$ cat src/rtl/sec60_ctrl_if.sv
// Key inputs and counter-control outputs of the 60-second counter run-control front end.
// The controller takes the slave side; whatever drives the keys takes the master side.
interface sec60_ctrl_if;
    logic [1:0] KEY;
    logic       EN1HZ;
    logic       CLR;
    logic       RUN;
    logic       LAP;

    modport master (output KEY, input EN1HZ, CLR, RUN, LAP);
    modport slave  (input KEY, output EN1HZ, CLR, RUN, LAP);
endinterface

$ cat src/rtl/sec60_ctrl.sv
// Start/pause/clear run control for the 60-second counter: key sync + debounce, FSM, 1 Hz gate.
// Optional lap/display-hold toggle is built only when SEC60_CTRL_LAP_EN is defined.
module sec60_ctrl #(
    parameter int unsigned SAMPLE_DIV = 500_000,
    parameter int unsigned TICK_DIV   = 50_000_000
) (
    input  logic        CLK,
    input  logic        RST,
    sec60_ctrl_if.slave bus
);

    localparam int unsigned SW = $clog2(SAMPLE_DIV);
    localparam int unsigned TW = $clog2(TICK_DIV);

    typedef enum logic [1:0] {StIdle, StRun, StPause} state_e;

    logic [1:0]       sync1_q, sync2_q;
    logic [SW-1:0]    samp_q;
    logic             samp_tick;
    logic [1:0][1:0]  hist_q;
    logic [1:0]       deb_q, deb_d;
    logic [1:0]       press;
    logic             start_p, clr_p;
    state_e           state_q, state_d;
    logic             clr_req;
    logic [TW-1:0]    presc_q, presc_d;
    logic             presc_wrap;
    logic             en_q, clr_q, run_q;

    assign samp_tick = (samp_q == SW'(SAMPLE_DIV - 1));

    // Keys idle high, so every key-path flop resets to the released level.
    always_ff @(posedge CLK or posedge RST) begin
        if (RST) begin
            sync1_q <= 2'b11;
            sync2_q <= 2'b11;
            samp_q  <= '0;
            hist_q  <= {2'b11, 2'b11};
            deb_q   <= 2'b11;
        end else begin
            sync1_q <= bus.KEY;
            sync2_q <= sync1_q;
            samp_q  <= samp_tick ? '0 : samp_q + SW'(1);
            if (samp_tick) begin
                for (int k = 0; k < 2; k++) begin
                    hist_q[k] <= {hist_q[k][0], sync2_q[k]};
                end
            end
            deb_q <= deb_d;
        end
    end

    always_comb begin
        deb_d = deb_q;
        for (int k = 0; k < 2; k++) begin
            if (hist_q[k] == 2'b00) begin
                deb_d[k] = 1'b0;
            end else if (hist_q[k] == 2'b11) begin
                deb_d[k] = 1'b1;
            end
        end
    end

    assign press   = deb_q & ~deb_d;
    assign start_p = press[0];
    assign clr_p   = press[1];

`ifdef SEC60_CTRL_LAP_EN
    logic lap_tgl;
`endif

    // Clear has priority outside RUN; inside RUN start has priority.
    always_comb begin
        state_d = state_q;
        clr_req = 1'b0;
`ifdef SEC60_CTRL_LAP_EN
        lap_tgl = 1'b0;
`endif
        case (state_q)
            StIdle: begin
                if (clr_p) begin
                    clr_req = 1'b1;
                end else if (start_p) begin
                    state_d = StRun;
                end
            end
            StRun: begin
                if (start_p) begin
                    state_d = StPause;
                end
`ifdef SEC60_CTRL_LAP_EN
                else if (clr_p) begin
                    lap_tgl = 1'b1;
                end
`endif
            end
            StPause: begin
                if (clr_p) begin
                    state_d = StIdle;
                    clr_req = 1'b1;
                end else if (start_p) begin
                    state_d = StRun;
                end
            end
            default: state_d = StIdle;
        endcase
    end

    assign presc_wrap = (presc_q == TW'(TICK_DIV - 1));

    // Prescaler only advances in RUN so a pause keeps the partial second.
    always_comb begin
        presc_d = presc_q;
        if (clr_req) begin
            presc_d = '0;
        end else if (state_q == StRun) begin
            presc_d = presc_wrap ? '0 : presc_q + TW'(1);
        end
    end

    always_ff @(posedge CLK or posedge RST) begin
        if (RST) begin
            state_q <= StIdle;
            presc_q <= '0;
            en_q    <= 1'b0;
            clr_q   <= 1'b0;
            run_q   <= 1'b0;
        end else begin
            state_q <= state_d;
            presc_q <= presc_d;
            en_q    <= (state_q == StRun) && presc_wrap;
            clr_q   <= clr_req;
            run_q   <= (state_d == StRun);
        end
    end

    assign bus.EN1HZ = en_q;
    assign bus.CLR   = clr_q;
    assign bus.RUN   = run_q;

`ifdef SEC60_CTRL_LAP_EN
    logic lap_q, lap_d;

    always_comb begin
        lap_d = lap_q;
        if ((state_d != StRun) || clr_req) begin
            lap_d = 1'b0;
        end else if (lap_tgl) begin
            lap_d = ~lap_q;
        end
    end

    always_ff @(posedge CLK or posedge RST) begin
        if (RST) begin
            lap_q <= 1'b0;
        end else begin
            lap_q <= lap_d;
        end
    end

    assign bus.LAP = lap_q;
`else
    assign bus.LAP = 1'b0;
`endif

endmodule

$ cat src/flat_wrapper.sv
// flat-port wrapper written by rule: the top's interface ports become plain ports
module sec60_ctrl_flat 
#(
    parameter int unsigned SAMPLE_DIV = 500_000,
    parameter int unsigned TICK_DIV   = 50_000_000
)
  (CLK, RST, bus_KEY, bus_EN1HZ, bus_CLR, bus_RUN, bus_LAP);
  sec60_ctrl_if bus_i ();
  input  logic CLK;
  input  logic RST;
  input wire logic [$bits(bus_i.KEY)-1:0] bus_KEY;
  output wire logic [$bits(bus_i.EN1HZ)-1:0] bus_EN1HZ;
  output wire logic [$bits(bus_i.CLR)-1:0] bus_CLR;
  output wire logic [$bits(bus_i.RUN)-1:0] bus_RUN;
  output wire logic [$bits(bus_i.LAP)-1:0] bus_LAP;
  assign bus_i.KEY = bus_KEY;
  assign bus_EN1HZ = bus_i.EN1HZ;
  assign bus_CLR = bus_i.CLR;
  assign bus_RUN = bus_i.RUN;
  assign bus_LAP = bus_i.LAP;
  sec60_ctrl #(.SAMPLE_DIV(SAMPLE_DIV), .TICK_DIV(TICK_DIV)) u_core (.CLK(CLK), .RST(RST), .bus(bus_i));
endmodule
$ cat config.mk
export PLATFORM = sky130hd
export DESIGN_NAME = sec60_ctrl_flat
export DESIGN_NICKNAME = d
export VERILOG_FILES = /design/src/rtl/sec60_ctrl_if.sv /design/src/rtl/sec60_ctrl.sv /design/src/flat_wrapper.sv
export SDC_FILE = /design/constraint.sdc
export NUM_CORES = 1
export LEC_CHECK = 0
export ABC_AREA = 1
export CAP_MARGIN = 40
export CORE_ASPECT_RATIO = 1.1
export CORE_MARGIN = 2
export CORE_UTILIZATION = 55
export CTS_CLUSTER_SIZE = 30
export DETAILED_ROUTE_END_ITERATION = 8
export GPL_TIMING_DRIVEN = 0
export PLACE_DENSITY = 0.78
export SYNTH_ARGS = -nofsm -noshare
export SYNTH_HDL_FRONTEND = slang
export SYNTH_SLANG_ARGS = --single-unit
$ cat constraint.sdc
create_clock -name CLK -period 1.9 [get_ports CLK]
set_input_delay 0.285 -clock CLK [delete_from_list [all_inputs] [get_ports CLK]]
set_output_delay 0.285 -clock CLK [all_outputs]
set_load 0.05 [all_outputs]
; Word-level counts from Yosys, hierarchy flattened
; Cells that the tools add are included.
; Widths: inputs -> output; s select.
[classes]
n_reduce_logical = 6
bitwise = 2
n_addsub = 2
eq_ne = 7
mux = 15
[op_table]
columns = operator, n
row1 = $mux 26, 3
row2 = $add 26x1->26 const B, 1
row3 = $eq 26x26->1 const B, 1
row4 = $add 19x1->19 const B, 1
row5 = $eq 19x19->1 const B, 1
row6 = $mux 19, 1
row7 = $mux 2, 4
row8 = $eq 2x2->1 const B, 3
row9 = $logic_not 2->1, 3
row10 = $mux 1, 6
row11 = $pmux 2 s3, 1
row12 = $eq 2x1->1 const B, 2
row13 = $and 2x2->2, 1
row14 = $not 2->2, 1
row15 = $reduce_bool 2->1, 1
row16 = $reduce_or 2->1, 1
row17 = $logic_and 1x1->1, 1
[totals]
out_inout_bits = 4
in_bits = 4
word_cells = 43
reg_bits = 60

; Logic depth before layout (Yosys ltp)
[depth]
depth_word = 9
depth_mapped = 9
mapped_depth_nobuf = 9

; Worst setup path after synthesis
; Ideal clock, no wire load.
[synth_timing]
path_type = reg2reg
start = register u_core.presc_q[0]
end = register u_core.presc_q[10]
required_time_ps = 1781
setup_slack_ps = 453
stages_incl_launch_ff = 10
setup_time_ps = 119
n_path_buf = 1
period_less_slack_ps = 1447
arrival_ps = 1328
cell_sequence = dfrtp_1 -> ha_1 -> nand2_2 -> nor2_4 -> nand2_2 -> nor2_4 -> nand3_4 -> nand2_4 -> buf_12 -> nor2_2
[synth_via]
elab_chain_len = 4
word_cells_on_any_way = 5
classes_between = 1 x add/sub / 1 x eq/ne / 3 x mux
[synth_rtl]
columns = element, line_no
row1 = start: declaration, sec60_ctrl.sv:26  ; logic [TW-1:0] presc_q, presc_d;
row2 = start signal: assignment, sec60_ctrl.sv:130  ; presc_q <= presc_d;
row3 = $add 26x1->26 or $eq 26x26->1 (tied branches), "sec60_ctrl.sv:117, sec60_ctrl.sv:109"
row4 = $mux 26 (*), sec60_ctrl.sv:117  ; presc_d = presc_wrap ? '0 : presc_q + TW'(1);
row5 = $mux 26 (*), sec60_ctrl.sv:116  ; end else if (state_q == StRun) begin
row6 = $mux 26 (*), sec60_ctrl.sv:114  ; if (clr_req) begin
; Every way passes the cells marked *; elsewhere a longest branch is shown, timed or not. The select of a mux whose other input is x is not followed.
; A chain may end at the register's enable or synchronous reset.

; Worst setup path after layout
[layout_timing]
start = register u_core.en_q (netlist: u_core.bus.EN1HZ)
end = output port bus_EN1HZ
[layout_rtl]
columns = element, line_no
row1 = start: declaration, sec60_ctrl.sv:28  ; logic en_q, clr_q, run_q;
row2 = start signal: assignment, sec60_ctrl.sv:131  ; en_q <= (state_q == StRun) && presc_wrap;
row3 = end: declaration, flat_wrapper.sv:12  ; output wire logic [$bits(bus_i.EN1HZ)-1:0] bus_EN1HZ;
; No word-level cell between the ends.

==> results.tsv <==
metric	value	unit
net switching power	555	uW
drt pass-1 iters	5	
most frequent cell after synthesis	nand2_1	
worst slew pin tran	0.554	ns
Yosys top cell area share	0.355	
CTS Hold Buffers Added	0	
Post-synth ARST share	1.00	
Final period util	0.916	
Post-synth top cells	111 x nand2_1, 72 x nor2_1, 65 x inv_1	
total nets after synthesis	474	
Final Core Density	0.632	
kind of critical path	flip-flop to primary output	
setup ws final	0.160	ns
Longest Clk Path Bufs	2	
IO Pins	8	
slew margin rel.	0.630	
worst min-delay path category	input pin to async pin	
Clk Latency, worst-skew pair	0.34	ns
largest area contributor in the netlist	dfrtp_1	
number of flops mapped to enable cells by yosys	0	
core area	6190	um2
YS warnings	0	
Initial Util	0.568	
area growth from synthesis to layout	11.2	%
setup_tns	0	ns
DR WL/cell	13.1	um
first-pass GRT wire length	12700	um
GR Overflow Total	0	
post-synthesis mux area share	0.00284	
Setup crit end kind	primary output	
Final Power	2.52	mW
top_reg_cell synth	dfrtp_1	
post-CTS sizing	0	
pwr/cell area	644	nW/um2
Crit-path slowest cell	clkdlybuf4s50_1	
internal reg-to-reg setup slack	0.22	ns
Syn Area/Cell	7.52	um2
die area	7060	um2
CP cell instances	clkdlybuf4s50_1	
status	finished clean	
final hold violations	0	
Post-Synth Simple-Gate Area	0.372	
Crit path max-delay family	buffers and inverters	
FF/Latch Area	1510	um2
Final min period	1.74	ns
vias in the first global route	2825	
final setup fails	0	
drt drc	0	
Leak	1.78	nW
initial antenna violation count	0	
Comb pwr share	0.017	
TritonCTS Buffers	9	
die width	80.3	um
H-tree depth reported by CTS	3	
drt total wl	7480	um
Syn Inst Count	468	
post-synthesis sequential area ratio	0.430	
vias per cell	5.16	
Seq pwr share	0.511	
Post-Place Cell Area	3700	um2
GPL Wtd Cong	0.896	
CTS tree	done	
#FFs+latches synth	60	
CTS Sinks	60	
IO Port Bufs	6	
Max IR drop VDD	0.430	mV
cell area after synthesis	3520	um2
maximum clock rate	0.575	GHz
Synth cell types	39	
DRT iter0 DRCs	198	
Final Instance Area	3910	um2
share of layout cells above drive strength 1	0.163	
largest fanout on the critical path	1	
cell count after placement	555	
Post-Place Setup Slack	0.261	ns
Diodes inserted	0	
largest family of logic cells by synthesized area	simple AND/OR/NAND/NOR gates	
clock group share of total power	0.473	
Final Max Slew Viols	0	
Fin Hold WS	0.265	ns
slowest stage delay, CP	0.79	ns
NumNets Final	492	
Layout Cells excl Fill	571	
Post-DP HPWL	5380	um
Routed Antenna Nets	0	
filler cell count	543	
CP Data Required Time	1.62	ns
FP Rows	30	
crit path buf inv count	1	
crit path DAT	1.46	ns
Layout Skew	0.00773	ns
post-synthesis compound-gate area fraction	0.0466	
maxcap violations	0	
Startpoint Class	flip-flop	
RSZ-0062 raised after global routing	false	
footprint of the multi-input gates	1680	um2
largest net degree at the start of global routing	41	
die height	87.9	um
vias	2949	
Sw Ratio	0.220	
xor/xnor share of the synthesized area	0.0473	
Synth Area in Adders	0.00711	
synth top area cells	dfrtp_1 36%, nand2_1 12%, nor2_1 7.7%	
internal power	1.96	mW
Clock Tree Root	clkbuf_8	
Post-CTS Repair Setup Buffers	0	
Overall Global Routing Usage	0.236	
clk slew on worst S/H paths	0.07	ns
-- logic make-up (layout without fill, tap and decap cells) --
logic type / after synthesis / after routing
other: 1 / 1
AOI/OAI and AO/OA: 29 / 29
adders and majority gates: 2 / 2
buffers and inverters: 79 / 102
xor gates and xnor gates: 19 / 19
and+or+nand+nor: 277 / 277
muxes: 1 / 1
DFF: 60 / 60
-- layout by cell type (no fill, tap or decap), types with 9 or more instances in the layout --
cell / n
clkbuf_8: 10
dfrtp_1: 50
dfstp_2: 10
inv_1: 64
inv_2: 9
nand2_1: 111
nand3_1: 41
nor2_1: 72
nor2_2: 19
o21ai_1: 10
xor2_1: 17
-- power by group through the flow --
| stage | clock [mW] | sequential [mW] | combinational, mW |
|---|---|---|---|
| floorplan | 0 | 1.31 | 0.0251 |
| global placement | 0 | 1.31 | 0.0377 |
| detailed placement | 0 | 1.31 | 0.0442 |
| CTS | 1.22 | 1.29 | 0.0440 |
| global route | 1.28 | 1.29 | 0.0498 |
| finish | 1.19 | 1.29 | 0.0425 |
-- registers in the layout, indices dropped and copies added, names as in the netlist, 2 cells and up --
register and cells:
u_core.deb_q 2, u_core.hist_q 4, u_core.presc_q 26, u_core.samp_q 19, u_core.state_q 2, u_core.sync1_q 2, u_core.sync2_q 2
-- layer usage --
layer / part of all wire / vias to the layer above / global-route usage
met3: 0.046 / 14 / 0.0557
met4: 0.020 / 0 / 0.0909
met1: 0.42 / 1366 / 0.287
li1: - / 1487 / -
met5: 0 / - / 0
met2: 0.51 / 82 / 0.407
-- final timing paths --
| check | startpoint | end | cells past startpoint |
|---|---|---|---|
| worst max-delay path | u_core.bus.EN1HZ | bus_EN1HZ | 1 |
| worst min-delay path | RST | u_core.samp_q[12] | 2 |
| worst max register to register | u_core.presc_q[0] | u_core.presc_q[7] | 9 |
| worst min register to register | u_core.sync1_q[1] | u_core.sync2_q[1] | 0 |
| max in group asynchronous | RST | u_core.deb_q[1] | 3 |
| min in group CLK | bus_KEY[1] | u_core.sync1_q[1] | 1 |
-- layout make-up --
class | instances | share of cell area
Inverter | 73 | 0.0700
Clock inverter | 4 | 0.00671
Timing Repair Buffer | 7 | 0.0205
Clock buffer | 12 | 0.0480
Sequential cell | 60 | 0.387
Buffer | 6 | 0.0134
Tap cell | 80 | 0.0256
Multi-Input combinational cell | 329 | 0.429
Power figures use the tool's default switching activity.
